`src/rtl/layer_compositor.sv`:
```
// layer_compositor: priority-based compositor for NUM_LAYERS sprite/background
// layers. Configuration is double-buffered (shadow -> active at frame_tick),
// pixels flow through a two-stage pipeline, and per-layer overlap flags are
// accumulated per frame and published at each frame_tick.
module layer_compositor #(
  parameter int                  NUM_LAYERS = 4,
  parameter int                  COLOR_W    = 12,
  parameter int                  PRIO_W     = 3,
  parameter logic [COLOR_W-1:0]  BG_COLOR   = 12'h000
) (
  input  logic                          clk,
  input  logic                          reset,
  input  logic                          video_on,
  input  logic                          frame_tick,
  input  logic [NUM_LAYERS-1:0]         layer_on,
  input  logic [NUM_LAYERS*COLOR_W-1:0] layer_color,
  input  logic                          cfg_wr,
  input  logic [2:0]                    cfg_idx,
  input  logic [PRIO_W-1:0]             cfg_prio,
  input  logic                          cfg_en,
  output logic                          cfg_pending,
  output logic [COLOR_W-1:0]            rgb,
  output logic                          video_on_out,
  output logic [NUM_LAYERS-1:0]         collide,
  output logic                          frame_done
);

  // True when at least two bits of the visibility vector are set.
  function automatic logic has_overlap(input logic [NUM_LAYERS-1:0] v);
    return |(v & (v - NUM_LAYERS'(1)));
  endfunction

  // Configuration state
  logic [NUM_LAYERS-1:0][PRIO_W-1:0] shadow_prio_q;
  logic [NUM_LAYERS-1:0]             shadow_en_q;
  logic [NUM_LAYERS-1:0][PRIO_W-1:0] act_prio_q;
  logic [NUM_LAYERS-1:0]             act_en_q;
  logic                              pending_q;

  // Stage 1: visibility, colours and the rank snapshot that goes with them
  logic [NUM_LAYERS-1:0]             vis1_q;
  logic [NUM_LAYERS*COLOR_W-1:0]     color1_q;
  logic [NUM_LAYERS-1:0][PRIO_W-1:0] prio1_q;
  logic                              vid1_q;

  // Stage 2 / outputs
  logic [COLOR_W-1:0]                rgb_q;
  logic [COLOR_W-1:0]                rgb_d;
  logic                              vid2_q;

  // Collision tracking
  logic [NUM_LAYERS-1:0]             hit_q;
  logic [NUM_LAYERS-1:0]             hit_d;
  logic [NUM_LAYERS-1:0]             collide_q;
  logic                              frame_done_q;

  logic                              cfg_ok_s;
  logic [NUM_LAYERS-1:0]             overlap_bits_s;

  assign cfg_ok_s       = cfg_wr && (32'(cfg_idx) < NUM_LAYERS);
  assign overlap_bits_s = has_overlap(vis1_q) ? vis1_q : '0;

  // Shadow/active configuration registers and the pending flag.
  // Active copies the shadow value from before this edge, so a write that
  // coincides with frame_tick waits for the next tick.
  always_ff @(posedge clk) begin
    if (reset) begin
      for (int i = 0; i < NUM_LAYERS; i++) begin
        shadow_prio_q[i] <= PRIO_W'(i);
        act_prio_q[i]    <= PRIO_W'(i);
      end
      shadow_en_q <= '1;
      act_en_q    <= '1;
      pending_q   <= 1'b0;
    end else begin
      if (frame_tick) begin
        act_prio_q <= shadow_prio_q;
        act_en_q   <= shadow_en_q;
      end
      for (int i = 0; i < NUM_LAYERS; i++) begin
        if (cfg_ok_s && (cfg_idx == 3'(i))) begin
          shadow_prio_q[i] <= cfg_prio;
          shadow_en_q[i]   <= cfg_en;
        end
      end
      if (cfg_ok_s) begin
        pending_q <= 1'b1;
      end else if (frame_tick) begin
        pending_q <= 1'b0;
      end
    end
  end

  // Stage 1 pipeline register: gate each layer by its enable and video_on.
  always_ff @(posedge clk) begin
    if (reset) begin
      vis1_q   <= '0;
      color1_q <= '0;
      prio1_q  <= '0;
      vid1_q   <= 1'b0;
    end else begin
      vis1_q   <= layer_on & act_en_q & {NUM_LAYERS{video_on}};
      color1_q <= layer_color;
      prio1_q  <= act_prio_q;
      vid1_q   <= video_on;
    end
  end

  // Stage 2 selection: lowest rank among visible layers, lower index on ties.
  always_comb begin
    logic [PRIO_W-1:0]  best_prio;
    logic [COLOR_W-1:0] sel_color;
    logic               found;
    logic               take;
    best_prio = '1;
    sel_color = '0;
    found     = 1'b0;
    take      = 1'b0;
    for (int i = 0; i < NUM_LAYERS; i++) begin
      take      = vis1_q[i] && (!found || (prio1_q[i] < best_prio));
      best_prio = take ? prio1_q[i] : best_prio;
      sel_color = take ? color1_q[i*COLOR_W +: COLOR_W] : sel_color;
      found     = found | take;
    end
    if (!vid1_q) begin
      rgb_d = '0;
    end else if (found) begin
      rgb_d = sel_color;
    end else begin
      rgb_d = BG_COLOR;
    end
  end

  // Stage 2 output register.
  always_ff @(posedge clk) begin
    if (reset) begin
      rgb_q  <= '0;
      vid2_q <= 1'b0;
    end else begin
      rgb_q  <= rgb_d;
      vid2_q <= vid1_q;
    end
  end

  // Next sticky-hit value: restart on frame_tick but keep this cycle's overlap.
  always_comb begin
    hit_d = hit_q;
    if (frame_tick) begin
      hit_d = overlap_bits_s;
    end else begin
      hit_d = hit_q | overlap_bits_s;
    end
  end

  // Collision bookkeeping: sticky hits, published collide and frame_done pulse.
  always_ff @(posedge clk) begin
    if (reset) begin
      hit_q        <= '0;
      collide_q    <= '0;
      frame_done_q <= 1'b0;
    end else begin
      hit_q        <= hit_d;
      frame_done_q <= frame_tick;
      if (frame_tick) begin
        collide_q <= hit_q;
      end
    end
  end

  assign cfg_pending  = pending_q;
  assign rgb          = rgb_q;
  assign video_on_out = vid2_q;
  assign collide      = collide_q;
  assign frame_done   = frame_done_q;

endmodule
```
`config.mk`:
```
export PLATFORM = sky130hd
export DESIGN_NAME = layer_compositor
export DESIGN_NICKNAME = d
export VERILOG_FILES = /design/src/rtl/layer_compositor.sv
export SDC_FILE = /design/constraint.sdc
export NUM_CORES = 1
export LEC_CHECK = 0
export CORE_MARGIN = 2
export CORE_UTILIZATION = 40
export CTS_BUF_LIST = sky130_fd_sc_hd__clkbuf_4 sky130_fd_sc_hd__clkbuf_8
export CTS_CLUSTER_SIZE = 40
export DETAILED_ROUTE_END_ITERATION = 8
export PLACE_DENSITY = 0.66
export SKIP_CTS_REPAIR_TIMING = 1
export SYNTH_ARGS = -nofsm -noshare
export SYNTH_HDL_FRONTEND = slang
export SYNTH_SLANG_ARGS = --single-unit
```
`constraint.sdc`:
```
create_clock -name clk -period 4.47 [get_ports clk]
set_clock_uncertainty 0.05 [all_clocks]
set_input_delay 0.894 -clock clk [delete_from_list [all_inputs] [get_ports clk]]
set_output_delay 0.894 -clock clk [all_outputs]
set_load 0.01 [all_outputs]
```
==> summary.json <==
{
  "maxCapViolCount": {"value": 0},
  "startpoint_type": {"value": "flip-flop"},
  "worstPathMaxFanout": {"value": 6},
  "postSynth.asyncResetShare": {"value": 0},
  "area_growth_syn_to_layout": {"value": 30.8, "unit": "%"},
  "yosys_most_used_dff": {"value": "dfxtp_1"},
  "final.min_clock_period": {"value": 4.28, "unit": "ns"},
  "post-route-util": {"value": 0.534},
  "final_worst_setup_slack": {"value": 0.192, "unit": "ns"},
  "hold_slack": {"value": 0.392, "unit": "ns"},
  "most-common-layout-cells": {"value": "dfxtp_1, clkdlybuf4s50_1, nor2b_1, nor2_1, inv_1"},
  "aggregate_routed_wire_length": {"value": 9810, "unit": "µm"},
  "min_path_type": {"value": "reg2reg"},
  "synth-seq-area-share": {"value": 0.546},
  "grt_max_degree": {"value": 56},
  "fillerInstances": {"value": 976},
  "nNetsFinal": {"value": 580},
  "layout.cells.non_filler": {"value": 664},
  "yosys_register_bits": {"value": 120},
  "layout_worst_path_cycle_share": {"value": 0.957},
  "die_area": {"value": 11900, "unit": "µm²"},
  "grt_pass1_wl": {"value": 15500, "unit": "µm"},
  "slew_viol_final": {"value": 0},
  "synth_area_per_cell": {"value": 10.4, "unit": "µm²"},
  "synth_nets": {"value": 493},
  "clk_transition_reported_paths": {"value": 0.07, "unit": "ns"},
  "synthTopCellsByArea": {"value": "dfxtp_1, nor2b_1, mux2i_1, a211o_1, nor2_1"},
  "io-pin-count": {"value": 83},
  "clock-root-buffer": {"value": "clkbuf_8"},
  "first_global_vias": {"value": 3155},
  "worstReg2RegStart": {"value": "prio1_q[0]$_SDFF_PP0_"},
  "grt.overflow.total": {"value": 0},
  "first_pass_iters": {"value": 4},
  "post_synth_inst_count": {"value": 425},
  "tritoncts": {"value": "done"},
  "die-width": {"value": 109, "unit": "µm"},
  "share_of_the_synthesized_area_in_the_top_cell_type": {"value": 0.546},
  "number_of_placement_rows": {"value": 38},
  "dp.final_hpwl": {"value": 6690, "unit": "µm"},
  "global_placer_s_final_weighted_congestion": {"value": 0.868},
  "number_of_antenna_violations_at_the_first_check_in_global_routing": {"value": 0},
  "timing.critical_path.to_type": {"value": "flip-flop"},
  "route.detailed.vias_per_inst": {"value": 4.86},
  "clock_insertion_delay_worst_skew": {"value": 0.43, "unit": "ns"},
  "final_common_cell": {"value": "dfxtp_1"},
  "antenna_left": {"value": 0},
  "detailroute.wirelength.met2": {"value": 4570, "unit": "µm"},
  "synth.lib_cells_used.distinct": {"value": 49},
  "met3_length": {"value": 603, "unit": "µm"},
  "max-clock-path-buffers": {"value": 2},
  "pre_cts_slack": {"value": 0.0984, "unit": "ns"},
  "wp_data_arrival": {"value": 4.56, "unit": "ns"},
  "num_vias": {"value": 3230},
  "fmaxAchievable": {"value": 234, "unit": "MHz"},
  "antenna_cells": {"value": 0},
  "critical_path_class": {"value": "reg2reg"},
  "yosysTopAreaCell": {"value": "dfxtp_1"},
  "yosys_warnings": {"value": 0},
  "worst_setup_path_startpoint": {"value": "prio1_q[0]$_SDFF_PP0_"},
  "hold_viol": {"value": 0},
  "worst_slew_pin_slew": {"value": 1.10, "unit": "ns"},
  "place.port_buffers": {"value": 82},
  "power.leakage": {"value": 2.23, "unit": "nW"},
  "timing.slew.headroom": {"value": 0.263},
  "finalSetupViolations": {"value": 0},
  "grt_util_all_layers": {"value": 0.174},
  "synth_edf_count": {"value": 0},
  "numCtsBuffers": {"value": 17},
  "detail_route.iter0.violations": {"value": 87},
  "max-vdd-ir-drop": {"value": 0.208, "unit": "mV"},
  "detail_route.wirelength.met1": {"value": 4410, "unit": "µm"},
  "avgRoutedWirePerCell": {"value": 14.8, "unit": "µm"},
  "drc_errors": {"value": 0},
  "cts_sinks": {"value": 120},
  "post_synth_instance_area": {"value": 4400, "unit": "µm²"},
  "layout_cells_sized_above_1": {"value": 0.141},
  "initial_utilization": {"value": 0.408},
  "chipHeight": {"value": 109, "unit": "µm"},
  "outcome": {"value": "finished, final reports clean"},
  "worstHoldStart": {"value": "color1_q[39]$_SDFF_PP0_"},
  "maxUsedRoutingLayer": {"value": "met4"},
  "core_area": {"value": 10800, "unit": "µm²"},
  "pwr_density_cell": {"value": 385, "unit": "nW/µm²"},
  "htree_levels": {"value": 4},
  "crit_required": {"value": 4.75, "unit": "ns"},
  "placed_cells": {"value": 631}
}
[Yosys cell counts (all sizes together) (9+ instances only)]
cell    number
a211o       16
a221oi      12
buf          9
clkbuf      15
dfxtp      120
inv         22
mux2i       21
nand2b       9
nor2        37
nor2b       78
o32ai       11
or2         12
[through the flow]
step	setup TNS [ns]	total power, mW	cell area, µm²
floorplan	0	1.25	4400
global placement	0	1.34	5340
detailed placement	0	1.35	5340
CTS	0	2.24	5710
global route	-0.0217	2.32	5760
finish	0	2.22	5760
[power breakdown]
| part | internal (mW) | switching (mW) |
|---|---|---|
| Clock | 0.486 | 0.403 |
| Sequential | 1.11 | 0.0161 |
| Combinational | 0.111 | 0.0889 |
| Total | 1.71 | 0.508 |
[flip-flops by register name, summed over array words and instances, names as in the netlist]
signal         flops
vid1_q             1
hit_q              4
shadow_en_q        4
prio1_q           12
frame_done         1
video_on_out       1
act_prio_q        12
collide            4
act_en_q           4
shadow_prio_q     12
color1_q          48
vis1_q             4
cfg_pending        1
rgb               12
[kinds of logic after synthesis]
kind of cell             share of synthesized area
multiplexers                                0.0529
adder cells (fa/ha/maj)                     0.0114
buffers and inverters                       0.0449
flip-flops                                   0.546
AO/OA/AOI/OAI                                0.138
AND/OR/NAND/NOR                              0.207
[worst max-delay path, stage by stage (launching register included)]
cell and delay (ns):
dfxtp_1 0.34, or3b_4 0.41, a31oi_2 0.19, o21ai_2 0.10, nand3b_1 0.12, o21ai_2 0.07
ha_1 0.27, o21a_1 0.10, o21ai_1 0.09, a221oi_2 0.39, mux2_2 0.39, ha_1 0.30
a211oi_2 0.30, a31o_2 0.20, a31oi_2 0.06, or4b_4 0.63, o32ai_1 0.15
[per-layer routing]
metal | up-vias | track usage
met5 | - | 0
met3 | 18 | 0.0568
met1 | 1508 | 0.212
met4 | 0 | 0.0696
li1 | 1622 | -
met2 | 82 | 0.283
[area by class of cell]
type                    instances  area [µm²]  share of cell area
flip-flops and latches        120        2400               0.417
repair buffers                 91         883               0.153
inverters                      22        82.6              0.0143
clock inverters                 9        75.1              0.0130
clock buffers                  22         290              0.0504
multi-input cells             260        1850               0.321
well taps                     140         175              0.0304
[path summary, 6_finish.rpt]
check | end | slack [ns] | cells after the start
worst max-delay path | rgb[5]$_SDFF_PP0_ | 0.19 | 16
worst min-delay path | rgb[3]$_SDFF_PP0_ | 0.39 | 2
worst max register to register | rgb[5]$_SDFF_PP0_ | 0.19 | 16
worst min register to register | rgb[3]$_SDFF_PP0_ | 0.39 | 2
Note: power is estimated with default switching activity, not from simulation.
